[src/rtl/pwm_duty_meter.sv]
// pwm_duty_meter
//   Loopback monitor for a PWM waveform. Measures the high time and the
//   rising-to-rising period of pwm_in in clk cycles, then derives the duty
//   cycle in whole percent with a serial restoring divider (one quotient bit
//   per cycle). A line that shows no rising edge for 2^CNT_W-1 cycles is
//   flagged as stuck high or stuck low.
//
//   Optional build macro: PWM_DUTY_METER_GLITCH_FILTER_EN
//     When defined, a stability filter follows the synchronizer and pulses
//     shorter than FILTER_LEN cycles never reach the edge detector.
//
// Parameters
//   CNT_W        width of the high-time / period counters
//   SYNC_STAGES  synchronizer depth (values below 2 are treated as 2)
//   FILTER_LEN   glitch-filter stability length (filter builds only)
//
// Ports
//   clk         system clock, rising edge
//   reset       synchronous active-low reset
//   enable      measurement enable; low returns to IDLE and aborts a division
//   pwm_in      PWM waveform, asynchronous to clk
//   high_cnt    captured high time of the last complete period
//   period_cnt  captured rising-to-rising period
//   duty_pct    floor(high_cnt*100/period_cnt), 0..100
//   meas_valid  one-cycle pulse whenever the results update
//   busy        divider running
//   stuck_hi    timeout with the line high
//   stuck_lo    timeout with the line low
//
// Debug visibility: the FSM state lives in state_q (type state_t) so
// checkers can bind to it hierarchically.
module pwm_duty_meter #(
    parameter int CNT_W       = 16,
    parameter int SYNC_STAGES = 2,
    parameter int FILTER_LEN  = 3
) (
    input  logic             clk,
    input  logic             reset,
    input  logic             enable,
    input  logic             pwm_in,
    output logic [CNT_W-1:0] high_cnt,
    output logic [CNT_W-1:0] period_cnt,
    output logic [6:0]       duty_pct,
    output logic             meas_valid,
    output logic             busy,
    output logic             stuck_hi,
    output logic             stuck_lo
);

    localparam int SYNC_N = (SYNC_STAGES < 2) ? 2 : SYNC_STAGES;
    // Dividend is high_cnt*100, which needs 7 extra bits.
    localparam int DW = CNT_W + 7;
    localparam int BW = $clog2(DW);

    localparam logic [CNT_W-1:0] CNT_MAX  = '1;
    localparam logic [CNT_W-1:0] CNT_ONE  = CNT_W'(1);
    localparam logic [BW-1:0]    BIT_LAST = BW'(DW - 1);
    localparam logic [DW-1:0]    HUNDRED  = DW'(100);
    localparam logic [6:0]       PCT_100  = 7'd100;
    localparam logic [6:0]       PCT_0    = 7'd0;

    typedef enum logic [1:0] {
        S_IDLE = 2'd0,
        S_ARM  = 2'd1,
        S_RUN  = 2'd2,
        S_DIV  = 2'd3
    } state_t;

    state_t state_q, state_d;

    // ------------------------------------------------------------------
    // Input conditioning
    // ------------------------------------------------------------------
    logic [SYNC_N-1:0] sync_q;
    logic              lvl_sync;
    logic              lvl;
    logic              lvl_d;
    logic              rise;

    always_ff @(posedge clk) begin
        if (!reset) begin
            sync_q <= '0;
        end else begin
            sync_q <= {sync_q[SYNC_N-2:0], pwm_in};
        end
    end

    assign lvl_sync = sync_q[SYNC_N-1];

`ifdef PWM_DUTY_METER_GLITCH_FILTER_EN
    localparam int FLW = (FILTER_LEN < 2) ? 1 : $clog2(FILTER_LEN);

    logic           filt_q;
    logic [FLW-1:0] fcnt_q;

    // fcnt_q counts consecutive cycles in which the synchronized level
    // disagrees with the filtered level; the filtered level follows only
    // after FILTER_LEN such cycles in a row.
    always_ff @(posedge clk) begin
        if (!reset) begin
            filt_q <= 1'b0;
            fcnt_q <= '0;
        end else if (lvl_sync == filt_q) begin
            fcnt_q <= '0;
        end else if (fcnt_q == FLW'(FILTER_LEN - 1)) begin
            filt_q <= lvl_sync;
            fcnt_q <= '0;
        end else begin
            fcnt_q <= fcnt_q + 1'b1;
        end
    end

    assign lvl = filt_q;
`else
    assign lvl = lvl_sync;

    // FILTER_LEN only shapes the filter; this empty block keeps it
    // referenced in builds without the filter.
    if (FILTER_LEN < 1) begin : g_filter_len_unused
    end
`endif

    always_ff @(posedge clk) begin
        if (!reset) begin
            lvl_d <= 1'b0;
        end else begin
            lvl_d <= lvl;
        end
    end

    assign rise = lvl & ~lvl_d;

    // ------------------------------------------------------------------
    // Control decode
    // ------------------------------------------------------------------
    logic per_max;
    logic cap;
    logic timeout_hit;
    logic stuck_entry;
    logic div_last;

    logic [CNT_W-1:0] per_ctr;
    logic [CNT_W-1:0] hi_ctr;

    logic [BW-1:0] bit_q;

    assign per_max  = (per_ctr == CNT_MAX);
    assign cap      = enable && (state_q == S_RUN) && rise;
    // A rise always wins over the timeout: an edge proves the line is alive.
    assign timeout_hit = enable && !rise && per_max &&
                         ((state_q == S_RUN) || (state_q == S_ARM));
    // Counter stays saturated in ARM, so only a change of the flags is a
    // new entry into the stuck condition (one meas_valid per entry).
    assign stuck_entry = timeout_hit && ((stuck_hi != lvl) || (stuck_lo != ~lvl));
    assign div_last    = (state_q == S_DIV) && (bit_q == BIT_LAST);

    assign busy = (state_q == S_DIV);

    // ------------------------------------------------------------------
    // FSM
    // ------------------------------------------------------------------
    always_ff @(posedge clk) begin
        if (!reset) begin
            state_q <= S_IDLE;
        end else begin
            state_q <= state_d;
        end
    end

    always_comb begin
        state_d = state_q;
        case (state_q)
            S_IDLE: if (enable) state_d = S_ARM;
            S_ARM:  if (rise) state_d = S_RUN;
            S_RUN: begin
                if (rise) begin
                    state_d = S_DIV;
                end else if (per_max) begin
                    state_d = S_ARM;
                end
            end
            S_DIV:  if (div_last) state_d = S_RUN;
            default: state_d = S_IDLE;
        endcase
        if (!enable) begin
            state_d = S_IDLE;
        end
    end

    // ------------------------------------------------------------------
    // Period / high-time counters (saturating, reloaded to 1 on every rise)
    // ------------------------------------------------------------------
    function automatic logic [CNT_W-1:0] sat_inc(input logic [CNT_W-1:0] v);
        return (v == CNT_MAX) ? v : v + 1'b1;
    endfunction

    always_ff @(posedge clk) begin
        if (!reset) begin
            per_ctr <= '0;
            hi_ctr  <= '0;
        end else if (!enable || (state_q == S_IDLE)) begin
            per_ctr <= '0;
            hi_ctr  <= '0;
        end else if (rise) begin
            // The rise cycle itself is the first cycle of both the new
            // period and the new high phase.
            per_ctr <= CNT_ONE;
            hi_ctr  <= CNT_ONE;
        end else begin
            per_ctr <= sat_inc(per_ctr);
            if ((state_q != S_ARM) && lvl) begin
                hi_ctr <= sat_inc(hi_ctr);
            end
        end
    end

    // ------------------------------------------------------------------
    // Serial restoring divider: (high_cnt*100) / period_cnt
    // ------------------------------------------------------------------
    logic [DW-1:0]    dvd_q;
    logic [CNT_W-1:0] rem_q;
    logic [6:0]       quo_q;
    logic             div_done_q;

    logic [CNT_W:0]   trial;
    logic [CNT_W:0]   diff;
    logic             q_bit;
    logic [CNT_W-1:0] rem_nxt;

    // The remainder is always below the divisor, so CNT_W bits hold it and
    // the shifted trial value needs one extra bit.
    assign trial   = {rem_q, dvd_q[DW-1]};
    assign diff    = trial - {1'b0, period_cnt};
    assign q_bit   = (trial >= {1'b0, period_cnt});
    assign rem_nxt = q_bit ? diff[CNT_W-1:0] : trial[CNT_W-1:0];

    always_ff @(posedge clk) begin
        if (!reset) begin
            dvd_q      <= '0;
            rem_q      <= '0;
            quo_q      <= '0;
            bit_q      <= '0;
            div_done_q <= 1'b0;
        end else begin
            // Result is published one cycle after the last quotient bit.
            div_done_q <= enable && div_last;
            if (cap) begin
                dvd_q <= {7'd0, hi_ctr} * HUNDRED;
                rem_q <= '0;
                quo_q <= '0;
                bit_q <= '0;
            end else if (state_q == S_DIV) begin
                dvd_q <= {dvd_q[DW-2:0], 1'b0};
                rem_q <= rem_nxt;
                // Quotient never exceeds 100, so only 7 bits are kept.
                quo_q <= {quo_q[5:0], q_bit};
                bit_q <= bit_q + 1'b1;
            end
        end
    end

    // ------------------------------------------------------------------
    // Result and status registers
    // ------------------------------------------------------------------
    always_ff @(posedge clk) begin
        if (!reset) begin
            high_cnt   <= '0;
            period_cnt <= '0;
            duty_pct   <= '0;
            meas_valid <= 1'b0;
            stuck_hi   <= 1'b0;
            stuck_lo   <= 1'b0;
        end else if (!enable) begin
            // Results hold; status and pulses drop.
            meas_valid <= 1'b0;
            stuck_hi   <= 1'b0;
            stuck_lo   <= 1'b0;
        end else begin
            meas_valid <= 1'b0;
            if (cap) begin
                period_cnt <= per_ctr;
                high_cnt   <= hi_ctr;
            end
            if (div_done_q) begin
                duty_pct   <= quo_q;
                meas_valid <= 1'b1;
            end
            if (rise) begin
                stuck_hi <= 1'b0;
                stuck_lo <= 1'b0;
            end else if (stuck_entry) begin
                stuck_hi   <= lvl;
                stuck_lo   <= ~lvl;
                duty_pct   <= lvl ? PCT_100 : PCT_0;
                meas_valid <= 1'b1;
            end
        end
    end

endmodule

[config.mk]
export PLATFORM = sky130hd
export DESIGN_NAME = pwm_duty_meter
export DESIGN_NICKNAME = d
export VERILOG_FILES = /design/src/rtl/pwm_duty_meter.sv
export SDC_FILE = /design/constraint.sdc
export NUM_CORES = 1
export LEC_CHECK = 0
export ABC_AREA = 1
export BUFFER_PORTS_ARGS = -buffer_cell sky130_fd_sc_hd__buf_2
export CAP_MARGIN = 20
export CORE_MARGIN = 4
export CORE_UTILIZATION = 58
export CTS_BUF_LIST = sky130_fd_sc_hd__clkbuf_4
export DETAILED_ROUTE_END_ITERATION = 10
export GPL_ROUTABILITY_DRIVEN = 0
export GPL_TIMING_DRIVEN = 0
export HOLD_SLACK_MARGIN = 0.15
export PLACE_DENSITY_LB_ADDON = 0.1
export SLEW_MARGIN = 5
export SYNTH_ARGS = -nofsm -noshare
export SYNTH_HDL_FRONTEND = slang
export SYNTH_SLANG_ARGS = --single-unit
[constraint.sdc]
create_clock -name clk -period 3 [get_ports clk]
set_clock_uncertainty 0.15 [all_clocks]
set_input_delay 0.3 -clock clk [delete_from_list [all_inputs] [get_ports clk]]
set_output_delay 0.3 -clock clk [all_outputs]
set_load 0.05 [all_outputs]
# After elaboration in Yosys (flattened, before gate mapping)
# Cells that the tools add are included.
[word_totals] register_bits=129 latch_bits=0 ramBits=0 mem_bits_ro=0 inputBits=4 output_inout_bits=43 word_cells=90 n_memories=0
[op_classes] add_sub_neg=4 multipliers=1 div_mod_pow=0 order_cmp=1 eq_ne=14 n_shift=0 n_mux=20 bitwise_logic=6 n_reduce_logical=26
[op_table] operator="$mux 23" count=2
[op_table] operator="$add 16x1->16 const B" count=2
[op_table] operator="$eq 16x16->1 const B" count=2
[op_table] operator="$mux 7" count=4
[op_table] operator="$mul 16x5->21 const B" count=1
[op_table] operator="$ge 17x16->1" count=1
[op_table] operator="$mux 16" count=1
[op_table] operator="$sub 16x16->16" count=1
[op_table] operator="$logic_and 1x1->1" count=9
[op_table] operator="$mux 1" count=8
[op_table] operator="$mux 2" count=4
[op_table] operator="$pmux 2 s4" count=1
[op_table] operator="$reduce_and 2->1" count=4
[op_table] operator="$ne 2x2->1 const B" count=3
[op_table] operator="$reduce_or 3->1" count=2
[op_table] operator="$add 5x1->5 const B" count=1
[op_table] operator="$eq 5x5->1 const B" count=1
[op_table] operator="$not 1->1" count=5
[op_table] operator="$eq 2x2->1 const B" count=2
[op_table] operator="$ne 2x1->1 const B" count=2
[op_table] operator="$reduce_bool 2->1" count=2
[op_table] operator="$reduce_or 2->1" count=2
[op_table] operator="$logic_or 1x1->1" count=3
[op_table] operator="$ne 3x3->1 const B" count=1
[op_table] operator="6 further kinds" count=8

# Logic depth before layout (Yosys ltp)
[depth] ltp_word=9 ltp_mapped=18 depth_no_buf=18

# Worst setup path after synthesis
# OpenSTA, ideal clock, no wires.
[synth_path] path_kind="register to register" startpoint="register hi_ctr[2]" endpoint="register dvd_q[15]" setup_time_ns=0.119 arrival_ns=2.562 required_time_ns=2.731 setup_slack_ns=0.168 path_stages_with_launch=14 n_path_buf=0 period_less_slack_ns=2.832 cell_sequence="dfxtp_1 -> ha_1 -> ha_1 -> fa_1 -> ha_1 -> a21oi_1 -> nand2_1 -> nand3_1 -> nand2_1 -> nand2_1 -> nand2_1 -> or2_2 -> nand2_1 -> a21oi_1"
[synth_between] elab_chain_len=2
[synth_lines] item="start, declared" line_no="143" rtl="logic [CNT_W-1:0] hi_ctr;"
[synth_lines] item="start signal, assigned" line_no="212" rtl="hi_ctr <= sat_inc(hi_ctr);"
[synth_lines] item="$mul 16x5->21" line_no="248" rtl="dvd_q <= {7'd0, hi_ctr} * HUNDRED;"
[synth_lines] item="$mux 23" line_no="247" rtl="if (cap) begin"
[synth_lines] item="end signal, assigned" line_no="248"
[synth_lines] item="end signal, assigned" line_no="253" rtl="dvd_q <= {dvd_q[DW-2:0], 1'b0};"
[synth_lines] item="end, declared" line_no="220" rtl="logic [DW-1:0] dvd_q;"
# No other way between the ends.
# A chain may end at the register's enable or synchronous reset.

# Worst setup path after layout
[layout_path] startpoint="register hi_ctr[3]" endpoint="register dvd_q[20]"
# Same word-level chain as after synthesis.

==> flow_summary.yaml <==
setup_path:
  worst-path-max-fanout: 5
  cp_common_cell: "nand2_1"
  path_class: "reg -> reg"
  crit_path_end_kind: "register"
  critical_path.cell_chain: "ha_2 -> ha_1 -> inv_1 -> fa_1 -> inv_1 -> ha_4 -> a21oi_2 -> nand2_2 -> nand2_1 -> nand3_2 -> nand2_2 -> nand2_1 -> nand2_1 -> nand3_1 -> nand2_1 -> a21oi_1"
  cp_slowest_stage_delay_ps: 490
  cp_data_required_time_ps: 3280
  critPathLaunchType: "register"
  worst_path_max_delay_cell: "fa_1"
  cp_top_family: "adder cells"
  arrival_ps: 3220
  critPathBufInv: 2
synth:
  yosysTopAreaCell: "dfxtp_1"
  syn_area_sq_um: 8270
  synth_edf_count: 0
  ys.flop_type: "dfxtp_1"
  syn_inst: 1197
  ys_types: 45
  yosysSeqAreaShare_pct: 31.2
  avgSynthCellArea_sq_um: 6.91
  synthTopCellsByArea: "dfxtp_1 (31%), nand2_1 (13%), ha_1 (11%)"
  synth_top_area_share_pct: 31.2
  synthArstFlopShare_pct: 0
  synth_warnings: 0
  ys_ff_latch: 129
  syn_nets: 1289
worst_hold_path:
  min_path_type: "reg -> reg"
power_and_ir_drop:
  seqPwrFrac_pct: 54.0
  irDropWorstVdd_v: 0.000359
  power_frac_clock_pct: 40.1
  p_per_area_nw_per_um2: 330
  p_sw_mw: 0.832
  p_int_mw: 2.35
  total_leakage_power_nw: 4.56
  comb_power_share_pct: 5.9
  swShare_pct: 26.1
route:
  routed_wl_um: 21900
  first_iter_violations: 522
  vias: 7882
  ant_nets: 0
  routed_via_density: 5.34
  wl_per_cell_um: 14.8
  dr.pass1.iters: 7
  drcViolationCount: 0
cells_and_area:
  final_area_sq_um: 9640
  nets: 1375
  drive_gt1_share_pct: 18.4
  area_growth_syn_to_layout_pct: 16.6
  num-fill-cells: 1206
sta:
  hold_viol: 0
  whs_ps: 279
  slew_violations: 0
  layout_setup_ws_ps: 59.7
  worst_slew_pin_slew_ps: 692
  setup_viol: 0
  max_slew_margin_pct: 53.9
  rsz0062_at_grt: "yes"
  post-route-period-util_pct: 98.0
  fin_crit_ps: 2940
  max_freq_mhz: 340
cts:
  clkTransAtPathRegs_ps: 120
  cts.sinks: 129
  cts_root_buf: "clkbuf_4"
  clk_path_buf_depth: 2
  htree_levels: 4
  cts_tree: "built"
  clk_latency_ps: 560
  cts-buffers-inserted: 17
global_routing:
  antenna_found_initial: 1
  grt_max_degree: 17
  grt_pass1_vias: 7167
  grt_first_pass_wirelength_um: 35000
  grt_use_total_pct: 26.8
  globalRouteOverflowTotal: 0
run_status:
  status: "finished clean"
placement:
  placed_area_sq_um: 8720
  post-place-ws_ps: -130
  dp_hpwl_um: 16200
  portBuffers: 45
floorplan:
  row_count: 43
  fp.dieH_um: 127
  die_area_sq_um: 16200
  die_w_um: 127
  core_area_sq_um: 13900
  start_util_pct: 59.4
  io_pins: 47
flow_run:
  max_cap_violations: 0
-- logic make-up (layout without fill, tap and decap cells) --
logic type	after synthesis	in the layout	share of synthesized area, %
simple gates	523	523	27.8
buf+inv	223	322	11.0
compound gates	216	216	13.7
flops	129	129	31.2
fa+ha+maj	88	88	14.4
xor+xnor	18	18	1.91
other cells	0	1	0
-- layout make-up --
class,count,area [sq um],share of cell area [%]
plain buffers,34,196,2.04
clock buffers,18,135,1.40
multi-input cells,845,5180,53.7
repair buffers,67,405,4.21
clock inverters,14,164,1.70
diodes,1,2.50,0.0260
flip-flops and latches,129,2620,27.2
well taps,180,225,2.34
inverters,189,712,7.39
-- registers in the layout, indices dropped and copies added, names as in the netlist, 2 cells and up --
register / cells
state_q: 2
dvd_q: 21
hi_ctr: 16
sync_q: 2
high_cnt: 16
duty_pct: 7
bit_q: 5
per_ctr: 16
rem_q: 16
quo_q: 7
period_cnt: 16
-- cells in the final DEF, fill, tap and decap left out, types with 15 or more instances in the layout --
cell      netlist  layout
ha_1           76      53
nor2_1         85      84
nand3_1        87      78
xor2_1         15      15
inv_1         183     174
nand2_2         4      23
buf_4           5      21
a21oi_1       113     102
o21ai_0        83      81
nand2_1       286     267
clkbuf_4        0      18
buf_2          10      55
ha_4            0      18
dfxtp_1       129     116
-- per-stage QoR --
stage | power (mW) | cells | util [%] | setup TNS, ps
2_1_floorplan | 1.90 | 1197 | - | 0
3_3_place_gp | 1.95 | 1422 | 62.6 | -381
3_5_place_dp | 1.95 | 1422 | 62.6 | -551
4_1_cts | 3.19 | 1460 | 65.9 | -2.32
5_1_grt | 3.31 | 1477 | 69.2 | -389
6_report | 3.18 | 1477 | 69.2 | 0
-- repair_timing --
item	4_1_cts	5_1_grt
setup buffers	0	16
pin swaps	0	28
endpoints found under the hold margin	29	0
hold buffers	6	0
resized for setup	18	85
setup endpoints to repair	10	11
gates cloned	0	0
-- power by group through the flow --
stage / clock, mW / sequential (mW) / combinational [mW]
after floorplan: 0 / 1.77 / 0.126
after global placement: 0 / 1.77 / 0.181
after detailed placement: 0 / 1.77 / 0.182
after CTS: 1.28 / 1.73 / 0.187
after global routing: 1.37 / 1.72 / 0.211
final: 1.28 / 1.72 / 0.189
-- synth_stat cells, types with 7 or more instances --
cell and number:
nand2_1 286, inv_1 183, dfxtp_1 129, a21oi_1 113
nand3_1 87, nor2_1 85, o21ai_0 83, ha_1 76
nor3_1 18, xor2_1 15, clkbuf_1 14, fa_1 12
buf_2 10, nand4_1 9, nand3b_1 7
-- worst min-delay path, delay by kind of cell (launching register included) --
kind                   cells  cell delay (ps)
buffers and inverters      1               30
DFF                        1              320
and+or+nand+nor            1               50
-- routing by layer --
metal | routed length, um | part of all wire [%] | GRT usage, % | vias to the layer above
met1 | 10500 | 48 | 38.7 | 3599
met4 | 293 | 1.3 | 6.56 | 0
li1 | - | - | - | 4041
met3 | 1280 | 5.8 | 6.61 | 32
met5 | 0 | 0 | 0 | -
met2 | 9790 | 45 | 40.2 | 210
-- final timing paths --
kind	depth (start not counted)	start	endpoint	slack (ps)
setup / recovery	16	hi_ctr[3]	dvd_q[20]	60
hold / removal	2	sync_q[0]	sync_q[1]	280
setup reg to reg	16	hi_ctr[3]	dvd_q[20]	60
hold reg to reg	2	sync_q[0]	sync_q[1]	280
Power figures use the tool's default switching activity.
